File: src/rtl/exec_sequencer.sv
// exec_sequencer: multi-cycle FETCH/EXEC/HALT control for the single-issue core.
// Owns the architectural PC, presents each fetched instruction for exactly one
// EXEC cycle, gates the register-file write and parks the core on ebreak or on
// a misaligned jump target.
// Optional feature macro: SEQ_PERF_CNT_EN (mcycle/minstret performance counters).
module exec_sequencer (
  input  logic        clk,
  input  logic        rst,
  output logic        imem_req,
  output logic [31:0] imem_addr,
  input  logic        imem_rvalid,
  input  logic [31:0] imem_rdata,
  output logic [31:0] inst,
  output logic [31:0] inst_pc,
  output logic        inst_valid,
  input  logic        jump,
  input  logic [31:0] jump_addr,
  input  logic        stop,
  input  logic        rf_wen_req,
  output logic        rf_wen,
  output logic        halted,
  output logic        halt_err,
  output logic [63:0] mcycle,
  output logic [63:0] minstret
);

  localparam int unsigned XLEN  = 32;
  localparam int unsigned CNT_W = 64;

  localparam logic [XLEN-1:0] RESET_PC = 32'h8000_0000;
  localparam logic [XLEN-1:0] NOP_INST = 32'h0000_0013;
  localparam logic [XLEN-1:0] INST_INC = 32'h0000_0004;

  typedef enum logic [1:0] {
    S_FETCH = 2'b00,
    S_EXEC  = 2'b01,
    S_HALT  = 2'b10
  } state_t;

  state_t          state;
  state_t          state_nxt;
  logic [XLEN-1:0] pc;
  logic [XLEN-1:0] pc_nxt;
  logic            capture;
  logic            misaligned;
  logic            err_set;

  // State register
  always_ff @(posedge clk or posedge rst) begin
    if (rst) begin
      state <= S_FETCH;
    end else begin
      state <= state_nxt;
    end
  end

  // Next-state, PC update and per-state control outputs
  always_comb begin
    state_nxt  = state;
    pc_nxt     = pc;
    imem_req   = 1'b0;
    inst_valid = 1'b0;
    rf_wen     = 1'b0;
    capture    = 1'b0;
    misaligned = 1'b0;
    err_set    = 1'b0;
    case (state)
      S_FETCH: begin
        imem_req = 1'b1;
        if (imem_rvalid) begin
          capture   = 1'b1;
          state_nxt = S_EXEC;
        end
      end
      S_EXEC: begin
        inst_valid = 1'b1;
        misaligned = jump && (jump_addr[1:0] != 2'b00);
        rf_wen     = rf_wen_req && !misaligned;
        if (stop) begin
          // ebreak wins over a simultaneous bad target: clean halt
          state_nxt = S_HALT;
        end else if (misaligned) begin
          state_nxt = S_HALT;
          err_set   = 1'b1;
        end else begin
          pc_nxt    = jump ? jump_addr : XLEN'(pc + INST_INC);
          state_nxt = S_FETCH;
        end
      end
      S_HALT: begin
        state_nxt = S_HALT;
      end
      default: begin
        state_nxt = S_FETCH;
      end
    endcase
  end

  // Fetch address is the architectural PC itself
  assign imem_addr = pc;

  // Architectural PC
  always_ff @(posedge clk or posedge rst) begin
    if (rst) begin
      pc <= RESET_PC;
    end else begin
      pc <= pc_nxt;
    end
  end

  // Instruction capture on the accepted fetch response
  always_ff @(posedge clk or posedge rst) begin
    if (rst) begin
      inst    <= NOP_INST;
      inst_pc <= RESET_PC;
    end else if (capture) begin
      inst    <= imem_rdata;
      inst_pc <= pc;
    end
  end

  // Halt status flags, visible the cycle after the causing EXEC
  always_ff @(posedge clk or posedge rst) begin
    if (rst) begin
      halted   <= 1'b0;
      halt_err <= 1'b0;
    end else begin
      halted   <= (state_nxt == S_HALT);
      halt_err <= halt_err || err_set;
    end
  end

`ifdef SEQ_PERF_CNT_EN
  logic [CNT_W-1:0] mcycle_q;
  logic [CNT_W-1:0] minstret_q;
  logic             retire;

  // An EXEC retires unless it is the misaligned-jump exit
  assign retire = (state == S_EXEC) && (stop || !misaligned);

  // Cycle and retired-instruction counters, frozen in HALT
  always_ff @(posedge clk or posedge rst) begin
    if (rst) begin
      mcycle_q   <= '0;
      minstret_q <= '0;
    end else begin
      if (state != S_HALT) begin
        mcycle_q <= CNT_W'(mcycle_q + 64'd1);
      end
      if (retire) begin
        minstret_q <= CNT_W'(minstret_q + 64'd1);
      end
    end
  end

  assign mcycle   = mcycle_q;
  assign minstret = minstret_q;
`else
  assign mcycle   = {CNT_W{1'b0}};
  assign minstret = {CNT_W{1'b0}};
`endif

endmodule

File: config.mk
export PLATFORM = sky130hd
export DESIGN_NAME = exec_sequencer
export DESIGN_NICKNAME = d
export VERILOG_FILES = /design/src/rtl/exec_sequencer.sv
export SDC_FILE = /design/constraint.sdc
export NUM_CORES = 1
export LEC_CHECK = 0
export ABC_AREA = 1
export CORE_MARGIN = 2
export CORE_UTILIZATION = 41
export DETAILED_ROUTE_END_ITERATION = 8
export PLACE_DENSITY = 0.82
export SETUP_SLACK_MARGIN = 0.4
export SKIP_LAST_GASP = 1
export SYNTH_ARGS = -nofsm -noshare
export SYNTH_HDL_FRONTEND = slang
export SYNTH_SLANG_ARGS = --single-unit
File: constraint.sdc
create_clock -name clk -period 4.15 [get_ports clk]
set_clock_uncertainty 0.1 [all_clocks]
set_input_delay 0.83 -clock clk [delete_from_list [all_inputs] [get_ports clk]]
set_output_delay 0.83 -clock clk [all_outputs]
set_load 0.01 [all_outputs]
# ---- After elaboration in Yosys (flattened, before gate mapping)
# Cells that the tools add are included.
dict set report classes {
  n_eq_ne 3
  n_reduce_logical 7
  n_addsub 1
  n_bitwise 2
  mux 13
}
# operator n
set ops {}
lappend ops {{32-bit by 3-bit adder with 32-bit output (second input constant)} 1}
lappend ops {{32-bit two-way mux} 1}
lappend ops {{1-bit two-way mux} 8}
lappend ops {{2-bit two-way mux} 3}
lappend ops {{2-bit case mux with 3 select lines} 1}
lappend ops {{2-bit == test (second input constant)} 2}
lappend ops {{3-bit AND reduction} 1}
lappend ops {{2-bit by 1-bit == test with 1-bit output (second input constant)} 1}
lappend ops {{1-bit logical AND} 2}
lappend ops {{2-bit zero test} 1}
lappend ops {{1-bit NOT} 2}
lappend ops {{2-bit nonzero test} 1}
lappend ops {{1-bit zero test} 1}
lappend ops {{1-bit logical OR} 1}
dict set report word_totals {
  ff_bits 100
}

# ---- Logic depth before layout (Yosys ltp)
# Gate-level depths: netlist (run 1).
dict set report depth {
  word_depth 6
  depth_mapped 10
  ltp_nobuf 10
}

# ---- Worst setup path after synthesis (run 1)
# No wires, ideal clock.
dict set report synth_timing {
  path_kind {input port to output port}
  start {input jump_addr[0]}
  end {output rf_wen}
  setup_slack_ns 1.999
  arrival_time_ns 1.221
  stages 3
  n_path_buf 0
  required_ns 3.220
  path_cell_list {nor2_1 > nor2_2 > nor2_1}
}
dict set report synth_via {
  elab_chain_cells 5
}
# element line
set synth_lines {}
lappend synth_lines {{start, declared} 17} ;# input logic [31:0] jump_addr,
lappend synth_lines {{2-bit nonzero test} 77} ;# misaligned = jump && (jump_addr[1:0] != 2'b00);
lappend synth_lines {{1-bit logical AND} 77}
lappend synth_lines {{1-bit zero test} 78} ;# rf_wen = rf_wen_req && !misaligned;
lappend synth_lines {{1-bit logical AND} 78}
lappend synth_lines {{1-bit two-way mux} 67} ;# case (state)
lappend synth_lines {{end, declared} 20} ;# output logic rf_wen,
# Every way passes these cells.

# ---- Worst setup path after layout (run 1)
dict set report layout_timing {
  start {input jump}
  end {output rf_wen}
}
dict set report layout_via {
  elab_chain_cells 4
}
# element line
set layout_lines {}
lappend layout_lines {{start, declared} 16} ;# input logic jump,
lappend layout_lines {{1-bit logical AND} 77}
lappend layout_lines {{1-bit zero test} 78}
lappend layout_lines {{1-bit logical AND} 78}
lappend layout_lines {{1-bit two-way mux} 67}
# Every way passes these cells.

==> flow_summary.toml, run 1 <==
[run_status]
status = "complete, no violations"

[synthesis]
synth_adder_area_share = 0.00212
syn_inst = 786
synthMuxAreaShare = 0
synth_top_family_by_area = "simple AND/OR/NAND/NOR gates"
yosys_warnings = 0
synth_top_area_frac = 0.403
avgSynthCellArea_um2 = 7.51
synth_compound_area_frac = 0.0659
yosys.area_share.simple = 0.289
synth-seq-area-share = 0.425
synth.largest_area_cell = "dfrtp_1"
ys_ff_latch = 100
synth_xor_area_frac = 0.00445
synth_cell_types = 33
synthTopCellsByArea = "dfrtp_1 40%, nand2_1 18%, buf_4 17%, nor2_1 4.6%, o21ai_0 3.2%"
synth.cell_area_mm2 = 0.00590

[layout]
fillers = 1289
stdcell_count = 1132
layout-drive-gt1-share = 0.0609
final_cell_area_mm2 = 0.00763
nets = 1018
antennaDiodeCount = 0
area_growth_pct = 29.2

[worst_setup_path]
r2r_end = "inst_pc[10]$_DFFE_PP0P_"
setup.worst_path.class = "input port to output pin"
cp.arrival_ns = 2.31
crit_top_cell = "clkdlybuf4s50_1"
start_kind = "input port"
cp_max_fo = 20
end_kind = "output pin"
required_ns = 3.22
rr_startpoint = "state[0]$_DFF_PP0_"
cp_slowest_stage_delay_ns = 0.47
cp_cell_sequence = "clkdlybuf4s50_1 -> buf_4 -> inv_2 -> nor2_2 -> nor2_1 -> clkdlybuf4s50_1"
r2r_cells = 6
critPathSlowestCell = "clkdlybuf4s50_1"
r2r_slack_ns = 2.16

[clock_tree]
post_cts_buffers = 0
cts_hold_buffers = 0
cts.sinks = 100
clkLatencyLatePin_ns = 0.34
cts-root-buf = "clkbuf_16"
postCtsResizedCells = 0
numCtsBuffers = 9
clockBufferDepth = 2
clkSlewWorstSetupHoldPaths_ns = 0.07
cts_tree = "yes"
cts-htree-levels = 3

[grt]
grt_first_pass_wirelength_um = 23500
gr-total-overflow = 0
first_global_vias = 4593
grtUsageTotal = 0.198
antenna_found_initial = 0
grt_start_max_net_pins = 90

[hold_path]
min_path_cells = 2
min_path_type = "flop to flop"
holdCritStartpoint = "inst[0]$_DFFE_PP1P_"
min_to = "inst[0]$_DFFE_PP1P_"

[routing]
drt_iter0_markers = 309
drt_wl_total_um = 15600
final_antenna_net_count = 0
firstDrtPassIters = 5
drc = 0
vias = 5133
via_per_inst = 4.53
wl_per_cell_um = 13.8

[sta]
rsz0062_at_grt = "false"
setup_viol = 0
min_period_ns = 3.24
hold_ws_ns = 0.377
finalWorstSetupSlack_ns = 0.906
finalHoldViolations = 0
fmax_mhz = 308
maxSlewHeadroom = 0.338
worstMarginPinSlew_ns = 0.992
finalCritPeriodShare = 0.782
drv_slew = 0
fin_setup_tns_ns = 0

[placement]
post-place-cells = 1116
io_buffer_count = 170
dp_slack_ns = 0.909
placed_cell_area_mm2 = 0.00728
place_hpwl_um = 11700
gp_congestion = 0.941

[floorplan]
core_mm2 = 0.0140
die_h_um = 124
die_x_um = 124
num_io_pins = 299
dieArea_mm2 = 0.0154
num_rows = 43
start_util = 0.422

[power_and_ir_drop]
vdd_ir_drop_max_v = 0.000205
power.density_mw_per_mm2 = 299
power.leakage_nw = 3.81

[run]
maxCapViolCount = 0
[per-layer routing]
layer,global-route usage,share of wire,up-vias
met3,0.0444,0.089,23
met2,0.345,0.49,245
met1,0.240,0.40,2357
met5,0,0,-
li1,-,-,2508
met4,0.0730,0.020,0
[report_power, final]
group / internal, W / switching, W
combinational: 0.000115 / 0.000160
sequential: 0.000992 / 0.0000294
clock: 0.000609 / 0.000374
total: 0.00171 / 0.000563
[Yosys cell counts]
| library cell | number |
|---|---|
| xnor2_1 | 2 |
| nand2_2 | 6 |
| xor2_1 | 1 |
| nor3_1 | 1 |
| ha_1 | 1 |
| a22oi_1 | 2 |
| conb_1 | 1 |
| and2_1 | 2 |
| o22ai_1 | 1 |
| nor2_2 | 7 |
| nand2_4 | 3 |
| a31oi_1 | 2 |
| o21ai_0 | 38 |
| nor2_8 | 1 |
| clkbuf_1 | 12 |
| nand3_1 | 27 |
| nor2_4 | 7 |
| nand2_1 | 277 |
| a21oi_1 | 18 |
| dfstp_2 | 5 |
| buf_2 | 11 |
| buf_4 | 130 |
| inv_2 | 5 |
| o211ai_1 | 3 |
| a21o_1 | 1 |
| nor2_1 | 73 |
| o211ai_2 | 1 |
| o21ai_1 | 5 |
| nand4_1 | 2 |
| dfrtp_1 | 95 |
| a211oi_1 | 1 |
| inv_1 | 43 |
| nand3b_1 | 2 |
[cells in the final DEF (no fill, tap or decap), types with 2 or more instances in the layout]
master / count
and2_1: 2
clkbuf_16: 9
nand2_2: 7
nand3_1: 27
a22oi_1: 2
nand2_1: 276
dfstp_2: 5
nor2_2: 7
a31oi_1: 2
conb_1: 128
xnor2_1: 2
nand4_1: 2
clkdlybuf4s50_1: 170
buf_4: 6
dfrtp_1: 95
o21ai_1: 5
nand3b_1: 2
a21oi_1: 18
nor2_1: 73
o21ai_0: 38
nor2_4: 7
bufinv_16: 3
inv_1: 42
nand2_4: 3
inv_2: 5
o211ai_1: 3
[through the flow]
step / util / power, W
2_1_floorplan: - / 0.00126
3_3_place_gp: 0.521 / 0.00131
3_5_place_dp: 0.521 / 0.00131
4_1_cts: 0.546 / 0.00229
5_1_grt: 0.546 / 0.00236
6_report: 0.546 / 0.00228
[worst max-delay path: cells and delay by family]
kind	cells	cell delay, ns
AND/OR/NAND/NOR	2	0.25
buffers and inverters	4	1.24
[registers in the layout, summed over array words and instances, names as in the netlist]
signal and count:
inst 32, halted 1, inst_pc 32, state 2, halt_err 1, imem_addr 32
[layout make-up]
type / count / area [um2] / area share
Multi-Input combinational cell: 612 / 2620 / 0.343
Clock buffer: 11 / 243 / 0.0318
Sequential cell: 100 / 2510 / 0.329
Clock inverter: 5 / 106 / 0.0139
Inverter: 48 / 183 / 0.0239
Timing Repair Buffer: 176 / 1750 / 0.229
Tap cell: 180 / 225 / 0.0295
[cells by family after synthesis]
kind of cell	after synthesis
and+or+nand+nor	408
xor gates and xnor gates	3
other	1
adders and majority gates	1
buffers and inverters	201
AOI/OAI and AO/OA	72
DFF	100
[worst max-delay path by stage]
stage,from,endpoint,slack (ns),cells past startpoint
after floorplan,rst,halt_err$_DFF_PP0_,0.61,1
after global placement,jump,rf_wen,0.92,6
after detailed placement,jump,rf_wen,0.91,6
after CTS,jump,rf_wen,0.91,6
after global routing,jump,rf_wen,0.83,6
final,jump,rf_wen,0.91,6
Power figures use the tool's default switching activity.
==> run 2: changes to the inputs <==
- CORE_UTILIZATION: 41 -> 37
- PLACE_DENSITY: 0.82 -> 0.78
- clock period: 4.15 -> 2.75 ns (I/O delays scaled with it)
==> flow_summary.toml, run 2 (synthesized netlist as in run 1, its figures left out) <==
[hold_path]
min_path_type = "flop to flop"
holdCritStartpoint = "halt_err$_DFF_PP0_"

[sta]
fmax_mhz = 448
min_period_ns = 2.23
fin_setup_tns_ns = 0
finalCritPeriodShare = 0.812
rsz0062_at_grt = "false"
drv_slew = 0
setup_viol = 0
finalHoldViolations = 0

[grt]
grt.met1_usage = 0.228
antenna_found_initial = 0
grtUsageTotal = 0.187
gr-usage-met2 = 0.322
first_global_vias = 4682
met3_usage = 0.0402
grt_busiest_layer = "met2"
grt_first_pass_wirelength_um = 24400
gr-total-overflow = 0
grt_start_max_net_pins = 90

[layout]
fin_util = 0.494
layout_common_cells = "276 x nand2_1, 169 x clkdlybuf4s50_1, 128 x conb_1"
layout-drive-gt1-share = 0.0708
area_growth_pct = 31.5
antennaDiodeCount = 0
stdcell_count = 1176
multi_input_area_mm2 = 0.00263
fillers = 1525
nets = 1026
seq_area_mm2 = 0.00251
layout_commonest_cell = "nand2_1"

[clock_tree]
clkLatencyLatePin_ns = 0.35
numCtsBuffers = 9
cts_hold_buffers = 0
post_cts_buffers = 0
postCtsResizedCells = 2
clockBufferDepth = 2
clkSlewWorstSetupHoldPaths_ns = 0.07
cts.sinks = 100
cts_tree = "yes"
cts-htree-levels = 3
cts-root-buf = "clkbuf_16"

[worst_setup_path]
cp_max_fo = 4
critPathSlowestCell = "clkdlybuf4s50_1"
cp.arrival_ns = 1.58
cp_cell_sequence = "clkdlybuf4s50_1 -> nor2_2 -> nor2_4 -> nor2_1 -> dlygate4sd2_1"
r2r_slack_ns = 0.94
end_kind = "output pin"
setup.worst_path.class = "input port to output pin"
rr_startpoint = "imem_addr[3]$_DFFE_PP0P_"
required_ns = 2.10
critPathLaunch = "jump_addr[0]"
start_kind = "input port"
cp_slowest_stage_delay_ns = 0.42

[power_and_ir_drop]
clock_power_share = 0.413
intPower_w = 0.00248
power.share.sequential = 0.459
power.leakage_nw = 3.87
p_sw_w = 0.000869
sw_frac_of_total = 0.259
power.density_mw_per_mm2 = 432
combPwrFrac = 0.128
vdd_ir_drop_max_v = 0.000286

[routing]
drt_wl_total_um = 15800
drt_iter0_markers = 289
wl_per_cell_um = 13.4
final_antenna_net_count = 0
vias = 5073
drc = 0
firstDrtPassIters = 4
via_per_inst = 4.31

[floorplan]
num_rows = 46
die_x_um = 130
die_h_um = 130
num_io_pins = 299
core_mm2 = 0.0157
start_util = 0.376
dieArea_mm2 = 0.0170

[placement]
post-place-cells = 1160
io_buffer_count = 170
gp_congestion = 0.903
place_hpwl_um = 12300

[run]
maxCapViolCount = 0

[run_status]
status = "complete, no violations"
## run 2: worst paths after layout
check / endpoint / depth (start not counted)
max: rf_wen / 5
min: halt_err$_DFF_PP0_ / 1
max reg2reg: imem_addr[24]$_DFFE_PP0P_ / 10
min reg2reg: halt_err$_DFF_PP0_ / 1
max in group asynchronous: imem_addr[31]$_DFFE_PP1P_ / 3
min in group asynchronous: imem_addr[5]$_DFFE_PP0P_ / 2
## run 2: stage by stage
step | hold WS (ns) | instance area, um2 | setup WS, ns | power, W
2_1_floorplan | 0.374 | 6380 | 0.914 | 0.00191
3_3_place_gp | 0.348 | 7440 | 0.257 | 0.00198
3_5_place_dp | 0.355 | 7440 | 0.248 | 0.00199
4_1_cts | 0.375 | 7760 | 0.462 | 0.00339
5_1_grt | 0.398 | 7770 | 0.436 | 0.00349
6_report | 0.364 | 7770 | 0.517 | 0.00335
## run 2: layer usage
metal  vias to the layer above  share of wire
met5                         -              0
met4                         0          0.023
met3                        21          0.079
li1                       2517              -
met1                      2329           0.41
met2                       206           0.49
## run 2: layout make-up
| class | count | share of cell area |
|---|---|---|
| sequential | 100 | 0.323 |
| clock inverter | 7 | 0.0124 |
| inverter | 48 | 0.0237 |
| tap | 216 | 0.0348 |
| clock buffer | 9 | 0.0290 |
| multi-input combinational | 612 | 0.338 |
| timing repair buffer | 184 | 0.239 |
## run 2: worst max-delay path: cells and delay by family
family	cells	cell delay, ns
buffers and inverters	2	0.69
and+or+nand+nor	3	0.34
## run 2: power groups by stage
stage / registers, W / logic [W] / clock network (W)
after detailed placement: 0.00157 / 0.000423 / 0
after floorplan: 0.00157 / 0.000339 / 0
after global placement: 0.00157 / 0.000419 / 0
after CTS: 0.00154 / 0.000426 / 0.00142
final: 0.00154 / 0.000428 / 0.00138
after global routing: 0.00154 / 0.000479 / 0.00147
